## src/rtl/qam_destreamer.sv

```systemverilog
// qam_destreamer: packs 4-bit QAM symbols into 16-bit words, buffers them, and streams whole packets low byte first.
// Optional QAM_SYMBOL_TIMEOUT_EN drops a partial word after TIMEOUT_CYCLES without a symbol.
package qam_destreamer_pkg;
   typedef struct packed {
      logic [7:0] Source;
      logic [7:0] Destination;
      logic [7:0] Length;
      logic [7:0] Data;
      logic       SoP;
      logic       EoP;
      logic       Valid;
   } UART_PACKET;
endpackage

module qam_destreamer
   import qam_destreamer_pkg::*;
#(
   parameter logic [7:0] SRC_ADDR         = 8'h10,
   parameter logic [7:0] DEST_ADDR        = 8'h00,
   parameter int         WORDS_PER_PACKET = 4,
   parameter int         FIFO_DEPTH       = 16,
   parameter int         TIMEOUT_CYCLES   = 2123142
) (
   input  logic                          ipClk,
   input  logic                          ipReset,
   input  logic [3:0]                    ipQAMBlock,
   input  logic                          ipQAMBlockValid,
   output UART_PACKET                    opTxStream,
   input  logic                          ipTxReady,
   output logic [$clog2(FIFO_DEPTH):0]   opFIFO_Size,
   output logic                          opOverflow
);
   localparam int             AW        = $clog2(FIFO_DEPTH);
   localparam int             CW        = AW + 1;
   localparam logic [CW-1:0]  FULL_CNT  = CW'(FIFO_DEPTH);
   localparam logic [CW-1:0]  PKT_CNT   = CW'(WORDS_PER_PACKET);
   localparam logic [6:0]     LAST_IDX  = 7'(WORDS_PER_PACKET - 1);
   localparam logic [7:0]     LEN_BYTES = 8'(2 * WORDS_PER_PACKET);

   if (WORDS_PER_PACKET < 1 || WORDS_PER_PACKET > 127 || FIFO_DEPTH < WORDS_PER_PACKET ||
       (1 << AW) != FIFO_DEPTH || TIMEOUT_CYCLES < 1) begin : g_bad_cfg
      $error("qam_destreamer: illegal parameter combination");
   end

   typedef enum logic [1:0] {IDLE, LOW, HIGH} state_t;

   logic [1:0]    nib_q, nib_d;
   logic [11:0]   part_q, part_d;
   logic          push_q, push_d;
   logic [15:0]   push_word_q, push_word_d;

   logic [15:0]   mem_q [FIFO_DEPTH];
   logic [AW-1:0] wr_ptr_q, wr_ptr_d;
   logic [AW-1:0] rd_ptr_q, rd_ptr_d;
   logic [CW-1:0] count_q, count_d;
   logic          ovf_q, ovf_d;
   logic          full, pop, wr_en;

   state_t        state_q, state_d;
   logic [6:0]    widx_q, widx_d;
   logic [15:0]   hold_q, hold_d;
   logic          last;

`ifdef QAM_SYMBOL_TIMEOUT_EN
   localparam int TW = $clog2(TIMEOUT_CYCLES + 1);
   logic [TW-1:0] tmo_q, tmo_d;
   logic          tmo_hit;

   assign tmo_hit = (nib_q != 2'd0) && (tmo_q == TW'(TIMEOUT_CYCLES));

   always_comb begin
      tmo_d = tmo_q + TW'(1);
      if (ipQAMBlockValid || nib_q == 2'd0 || tmo_hit) tmo_d = '0;
   end

   always_ff @(posedge ipClk) begin
      if (!ipReset) tmo_q <= '0;
      else          tmo_q <= tmo_d;
   end
`endif

   // The fourth nibble completes the word directly; it is registered for a one-cycle push.
   always_comb begin
      nib_d       = nib_q;
      part_d      = part_q;
      push_d      = 1'b0;
      push_word_d = push_word_q;
      if (ipQAMBlockValid) begin
         nib_d = nib_q + 2'd1;
         if (nib_q == 2'd3) begin
            push_d      = 1'b1;
            push_word_d = {ipQAMBlock, part_q};
         end else begin
            part_d[{nib_q, 2'b00} +: 4] = ipQAMBlock;
         end
      end
`ifdef QAM_SYMBOL_TIMEOUT_EN
      else if (tmo_hit) begin
         nib_d = 2'd0;
      end
`endif
   end

   assign last = (widx_q == LAST_IDX);

   always_comb begin
      state_d = state_q;
      widx_d  = widx_q;
      hold_d  = hold_q;
      pop     = 1'b0;
      unique case (state_q)
         IDLE: begin
            if (count_q >= PKT_CNT) begin
               pop     = 1'b1;
               hold_d  = mem_q[rd_ptr_q];
               widx_d  = '0;
               state_d = LOW;
            end
         end
         LOW: begin
            if (ipTxReady) state_d = HIGH;
         end
         HIGH: begin
            if (ipTxReady) begin
               if (last) begin
                  state_d = IDLE;
               end else begin
                  pop     = 1'b1;
                  hold_d  = mem_q[rd_ptr_q];
                  widx_d  = widx_q + 7'd1;
                  state_d = LOW;
               end
            end
         end
         default: state_d = IDLE;
      endcase
   end

   // A pop in the same cycle frees the slot, so a push at full is still accepted.
   assign full  = (count_q == FULL_CNT);
   assign wr_en = push_q && (!full || pop);

   always_comb begin
      wr_ptr_d = wr_ptr_q;
      rd_ptr_d = rd_ptr_q;
      count_d  = count_q;
      ovf_d    = ovf_q;
      if (wr_en) wr_ptr_d = wr_ptr_q + AW'(1);
      if (pop)   rd_ptr_d = rd_ptr_q + AW'(1);
      if (wr_en && !pop)      count_d = count_q + CW'(1);
      else if (pop && !wr_en) count_d = count_q - CW'(1);
      if (push_q && !wr_en)   ovf_d = 1'b1;
   end

   always_comb begin
      opTxStream = '0;
      if (state_q != IDLE) begin
         opTxStream.Valid       = 1'b1;
         opTxStream.Source      = SRC_ADDR;
         opTxStream.Destination = DEST_ADDR;
         opTxStream.Length      = LEN_BYTES;
         if (state_q == LOW) begin
            opTxStream.Data = hold_q[7:0];
            opTxStream.SoP  = (widx_q == 7'd0);
         end else begin
            opTxStream.Data = hold_q[15:8];
            opTxStream.EoP  = last;
         end
      end
   end

   assign opFIFO_Size = count_q;
   assign opOverflow  = ovf_q;

   always_ff @(posedge ipClk) begin
      if (wr_en) mem_q[wr_ptr_q] <= push_word_q;
   end

   always_ff @(posedge ipClk) begin
      if (!ipReset) begin
         nib_q       <= 2'd0;
         part_q      <= '0;
         push_q      <= 1'b0;
         push_word_q <= '0;
         wr_ptr_q    <= '0;
         rd_ptr_q    <= '0;
         count_q     <= '0;
         ovf_q       <= 1'b0;
         state_q     <= IDLE;
         widx_q      <= '0;
         hold_q      <= '0;
      end else begin
         nib_q       <= nib_d;
         part_q      <= part_d;
         push_q      <= push_d;
         push_word_q <= push_word_d;
         wr_ptr_q    <= wr_ptr_d;
         rd_ptr_q    <= rd_ptr_d;
         count_q     <= count_d;
         ovf_q       <= ovf_d;
         state_q     <= state_d;
         widx_q      <= widx_d;
         hold_q      <= hold_d;
      end
   end
endmodule

```

## config.mk

```make
export PLATFORM = sky130hd
export DESIGN_NAME = qam_destreamer
export DESIGN_NICKNAME = d
export VERILOG_FILES = /design/src/rtl/qam_destreamer.sv
export SDC_FILE = /design/constraint.sdc
export NUM_CORES = 1
export LEC_CHECK = 0
export CAP_MARGIN = 20
export CORE_ASPECT_RATIO = 1.75
export CORE_UTILIZATION = 60
export DETAILED_ROUTE_END_ITERATION = 7
export GPL_TIMING_DRIVEN = 0
export PLACE_DENSITY_LB_ADDON = 0.3
export SLEW_MARGIN = 30
export SYNTH_ARGS = -nofsm -noshare
export SYNTH_HDL_FRONTEND = slang
export SYNTH_SLANG_ARGS = --single-unit
```

## constraint.sdc

```tcl
create_clock -name ipClk -period 5.1 [get_ports ipClk]
set_input_delay 1.275 -clock ipClk [delete_from_list [all_inputs] [get_ports ipClk]]
set_output_delay 1.275 -clock ipClk [all_outputs]
set_load 0.005 [all_outputs]
```

======== Word-level counts from Yosys, hierarchy flattened ========
Memories as Yosys holds them, arrays and structs flattened. A register that Yosys moved wholly into a read port is not among the register bits.
Index checks and enable logic that the tools add are counted.
storage, ports and cells
  register bits ........................... 70
  latch bits .............................. 0
  memory bits (writable) .................. 256
  memory bits (read-only) ................. 0
  bits of input ports ..................... 8
  output and inout port bits .............. 41
  word-level logic and storage cells ...... 79
  memories ................................ 1
operators by class
  $add $sub $neg .......................... 7
  multipliers ............................. 0
  divide/modulo/power cells ............... 0
  order comparisons ....................... 1
  eq/ne operators ......................... 9
  shifts and indexed selects .............. 2
  mux-type cells .......................... 29
  bitwise operators ....................... 1
  reduce and logical (&&, ||, !) cells .... 18
memory list
  name   words  width  rd ports  clocked after Yosys merged registers in  wr ports  RTL line  text
  mem_q  16     16     1         1                                        1         52        logic [15:0] mem_q [FIFO_DEPTH];
operator list
  kind                                                  count
  2-to-1 mux 16 bit                                     3
  2-to-1 mux 32 bit                                     1
  case mux 16 bit (2 select lines)                      1
  2-to-1 mux 7 bit                                      3
  case mux 7 bit (2 select lines)                       1
  bitwise mux 12 bit                                    1
  variable shift 4 x 6 -> 12 bit, first input constant  1
  indexed part select 4 x 6 -> 12 bit                   1
  2-to-1 mux 5 bit                                      2
  2-to-1 mux 1 bit                                      9
  adder 4 x 1 -> 4 bit, second input constant           2
  2-to-1 mux 4 bit                                      2
  2-to-1 mux 8 bit                                      1
  inequality test 2 bit, second input constant          4
  adder 7 x 1 -> 7 bit, second input constant           1
  equality test 7 x 2 -> 1 bit, second input constant   1
  logical NOT 7 bit                                     1
  2-to-1 mux 2 bit                                      3
  negator 4 -> 6 bit                                    1
  case mux 2 bit (3 select lines)                       1
  AND reduction 2 bit                                   3
  nonzero test 2 bit                                    3
  adder 5 x 1 -> 5 bit, second input constant           1
  equality test 5 bit, second input constant            1
  13 further kinds                                      19

======== Logic depth before layout (Yosys ltp) ========
  depth in word-level cells ............... 10
  mapped depth ............................ 14
  gate-level depth less buffers ........... 12

======== Worst setup path before layout ========
Ideal clock, no wire load.
  path kind ............................... input port to flip-flop
  from .................................... input port ipTxReady
  to ...................................... memory mem_q[3][0], enable pin
  library setup time ...................... 0.409 ns
  arrival time ............................ 3.199 ns
  required time ........................... 4.691 ns
  setup slack ............................. 1.491 ns
  stages on the path ...................... 6
  path buffers ............................ 1
  cells stage by stage .................... nand3b_4 > a31oi_1 > o21a_1 > clkbuf_1 > nand2_1 > nor3_1
between the ends
  word-level cells in the longest chain between the ends .. 6
RTL lines
  element                                 RTL line  text
  start, declared                         29        input logic ipTxReady,
  2-to-1 mux 1 bit                        124       if (ipTxReady) begin
  case mux 1 bit (2 select lines)         111       unique case (state_q)
  logical OR 1 bit                        141       assign wr_en = push_q && (!full || pop);
  logical AND 1 bit                       141
  2-to-1 mux 1 bit                        176       if (wr_en) mem_q[wr_ptr_q] <= push_word_q;
  2-to-1 mux 1 bit (implied by the code)  176
  end, declared                           52
Every way passes these cells.

======== Worst setup path after layout ========
  from .................................... input port ipTxReady
  to ...................................... register count_q[4] (netlist: opFIFO_Size[4])
between the ends
  word-level cells in the longest chain between the ends .. 7
  elaborated cells on any way between the ends .. 10
  classes of those cells .................. mux: 3; reduce/logical: 7
RTL lines
  element                              RTL line  text
  2-to-1 mux 1 bit (*)                 124
  case mux 1 bit (2 select lines) (*)  111
  logical OR 1 bit (*)                 141
  logical AND 1 bit (*)                141
  via wr_en                            57        logic full, pop, wr_en;
  logical NOT 1 bit                    151       else if (pop && !wr_en) count_d = count_q - CW'(1);
  logical AND 1 bit                    151
  nonzero test 2 bit (no line)         n/a
  end signal, assigned                 199       count_q <= count_d;
  end, declared                        55        logic [CW-1:0] count_q, count_d;
Mark *: on every way through the listed nets, which the timed path passes. The rest lies on a longest branch.
A chain may end at the register's enable or synchronous reset.

==> flow_metrics.tcl <==
set metrics [dict create \
    path_cells "clkdlybuf4s50_1, nand3b_4, a31oi_1, o21a_1, clkbuf_1, ha_1, inv_1, fa_1, a21o_1, a21oi_1, xnor2_1, or3_1, a21boi_0" \
    cts_setup_buffers 0 \
    nNetsFinal 952 \
    worst-path-buf-inv 3 \
    ant_nets 0 \
    yosys.area_share.xor_xnor 0.00792 \
    internal-power_w 0.00469 \
    die_area_um2 22700 \
    clk_pin_slew_ns 0.06 \
    crit_path_start_kind "primary input" \
    drt_iter0_markers 567 \
    synthSimpleGateAreaFrac 0.0698 \
    critPathKind "primary input to flop" \
    grt_overflow_total 0 \
    synth_top_family_by_area "multiplexers" \
    critPathSlowestCell "clkdlybuf4s50_1" \
    ys_seq_area_frac 0.691 \
    critPathRequiredTime_ns 5.57 \
    outcome "complete, no violations" \
    grt_pass1_wl_um 41800 \
    cp_top_family "compound AO/OA/AOI/OAI gates" \
    powerDensity_nw_per_um2 414 \
    final_layout_size_suffix_gt1_frac 0.186 \
    p_sw_w 0.00152 \
    p_comb_frac 0.151 \
    seq_power_share 0.481 \
    first_pass_iters 7 \
    antenna_found_initial 0 \
    cp_max_fo 10 \
    worstSkewPairLatency_ns 0.56 \
    cts_buffer_depth 3 \
    pwr-share-clk 0.368 \
    hold_viol_final 0 \
    grt_pass1_vias 7389 \
    track_usage 0.251 \
    yosysWarnings 0 \
    muxShareOfSynthArea 0.117 \
    place_hpwl_um 18100 \
    leakage_nw 4.86 \
    finalCritPeriodShare 0.809 \
    numPortBuffers 25 \
    slew_viol_final 0 \
    viasPerCell 5.93 \
    drc 0 \
    htree_levels 1 \
    cts_sinks 330 \
    rsz0062_at_grt "false" \
    arrival_ns 4.60 \
    avgSynthCellArea_um2 15.7 \
    hold_path.class "flop to flop" \
    core_um2 21600 \
    wl_per_cell_um 21.8 \
    cts_resized 0 \
    cpPeakStageDelay_ns 0.59 \
    drv_cap 0 \
    synth_seq_cells 330 \
    die_w_um 114 \
    totalWireLength_um 27100 \
    initial_core_util 0.615 \
    yosys.area_share.adder 0.0166 \
    swShare 0.245 \
    fillers 1422 \
    setup-violations-final 0 \
    numCtsBuffers 29 \
    gp_congestion 0.788 \
    fmax_mhz 242 \
    root_buffer "clkbuf_16" \
    postSynthCellCount 848 \
    synth-compound-area-share 0.0631 \
    dp_slack_ns 0.510 \
    yosysUniqueCellTypes 46 \
    rows 71 \
    fin_crit_ns 4.12 \
    fp.dieH_um 199 \
    vdd_drop_max_mv 0.266 \
    finClkSkew_ns 0.0137 \
    p_total_w 0.00621 \
    fin_ws_ns 0.975 \
    num_io_pins 49 \
    synth_area_um2 13300 \
    holdBufCountCts 0 \
    worstMarginPinSlew_ns 1.02 \
    tritoncts "yes" \
    grt_max_degree 18 \
    mostFrequentLayoutCell "edfxtp_1" \
    area_delta_synth_final_pct 13.0 \
    final_cell_mix "edfxtp_1 (256), dfxtp_1 (74), nand2_1 (68), mux4_2 (44), o21ai_0 (36)" \
    relSlewSlack 0.322 \
    diodes 0 \
    crit_path_end_kind "flop" \
    vias 7360 \
]
-- flip-flops by register name, indices dropped and copies added (netlist names), named ones only --
name,flops
hold_q,16
mem_q,256
nib_q,2
opFIFO_Size,5
opOverflow,1
part_q,12
push_q,1
push_word_q,16
rd_ptr_q,4
state_q,2
widx_q,7
wr_ptr_q,4
-- tightest hold or removal path: stages (launching register included) --
cell and delay, ns:
dfxtp_1 0.31, nand2_1 0.05, a21boi_0 0.06
-- synth_stat cells (all sizes together) --
master,number,area share
nor2b,29,0.014
dfxtp,74,0.11
a21boi,20,0.011
nor3b,2,0.0011
nand3b,1,0.0015
o22ai,21,0.0099
inv,9,0.0025
or2,3,0.0014
mux2i,9,0.0068
nand4,1,0.00047
buf,40,0.024
a21o,2,0.0011
nand2b,3,0.0014
a211oi,13,0.0074
fa,1,0.0015
mux2,32,0.027
and3,17,0.0080
a21oi,27,0.010
and4b,1,0.00075
xor2,3,0.0020
nor3,15,0.0057
a31oi,1,0.00047
and2,11,0.0052
mux4,48,0.083
nor4,3,0.0014
xnor2,9,0.0059
a41oi,1,0.00066
conb,1,0.00028
or3,2,0.00094
nand2,68,0.019
nand3,5,0.0019
o21a,3,0.0017
o21ai,36,0.014
ha,16,0.015
clkbuf,31,0.0088
nor4b,1,0.0011
a22oi,12,0.0068
edfxtp,256,0.58
nor2,21,0.0059
-- final timing paths --
check	slack, ns	to	from	depth (start not counted)
max reg2reg	1.85	opFIFO_Size[4]	state_q[1]	12
max	0.98	opFIFO_Size[4]	ipTxReady	13
min reg2reg	0.48	push_word_q[5]	part_q[5]	2
min	0.48	push_word_q[5]	part_q[5]	2
-- power groups by stage --
| stage | logic (W) | registers (W) | clock network, W |
|---|---|---|---|
| after floorplan | 0.000654 | 0.00303 | 0 |
| after global placement | 0.000917 | 0.00304 | 0 |
| after detailed placement | 0.000935 | 0.00304 | 0 |
| after CTS | 0.000943 | 0.00299 | 0.00231 |
| after global routing | 0.00103 | 0.00299 | 0.00239 |
| final | 0.000938 | 0.00299 | 0.00228 |
-- metrics by stage --
| stage | util | setup TNS [ns] | instance area, um^2 | cells | hold WS, ns |
|---|---|---|---|---|---|
| after floorplan | - | 0 | 13400 | 869 | 0.441 |
| after global placement | 0.647 | -0.120 | 14000 | 1186 | 0.454 |
| after detailed placement | 0.648 | 0 | 14000 | 1188 | 0.459 |
| after CTS | 0.695 | 0 | 15000 | 1242 | 0.475 |
| after global routing | 0.695 | 0 | 15000 | 1242 | 0.484 |
| final | 0.695 | 0 | 15000 | 1242 | 0.476 |
-- cells by family (layout without fill, tap and decap cells) --
| family | Yosys count | count (layout) |
|---|---|---|
| muxes | 89 | 89 |
| AOI/OAI and AO/OA | 136 | 136 |
| xor gates and xnor gates | 12 | 12 |
| other | 1 | 22 |
| buffers and inverters | 80 | 161 |
| adders and majority gates | 17 | 17 |
| and+or+nand+nor | 183 | 183 |
| DFF | 330 | 330 |
-- layer usage --
layer | global-route usage | share of wire | wire length (um) | vias to the layer above
met1 | 0.296 | 0.37 | 9940 | 3666
met3 | 0.0235 | 0.046 | 1250 | 60
met5 | 0 | 0 | 0 | -
met2 | 0.461 | 0.55 | 14900 | 286
met4 | 0.111 | 0.035 | 959 | 0
li1 | - | - | - | 3348
-- final cells by class --
cell class	count	area, um^2	area share
timing repair buffer	27	265	0.0177
tap	292	365	0.0244
clock inverter	19	216	0.0144
inverter	9	33.8	0.00225
multi-input combinational	459	3730	0.249
buffer	71	432	0.0288
clock buffer	35	791	0.0527
sequential	330	9170	0.611
Power figures use the tool's default switching activity.
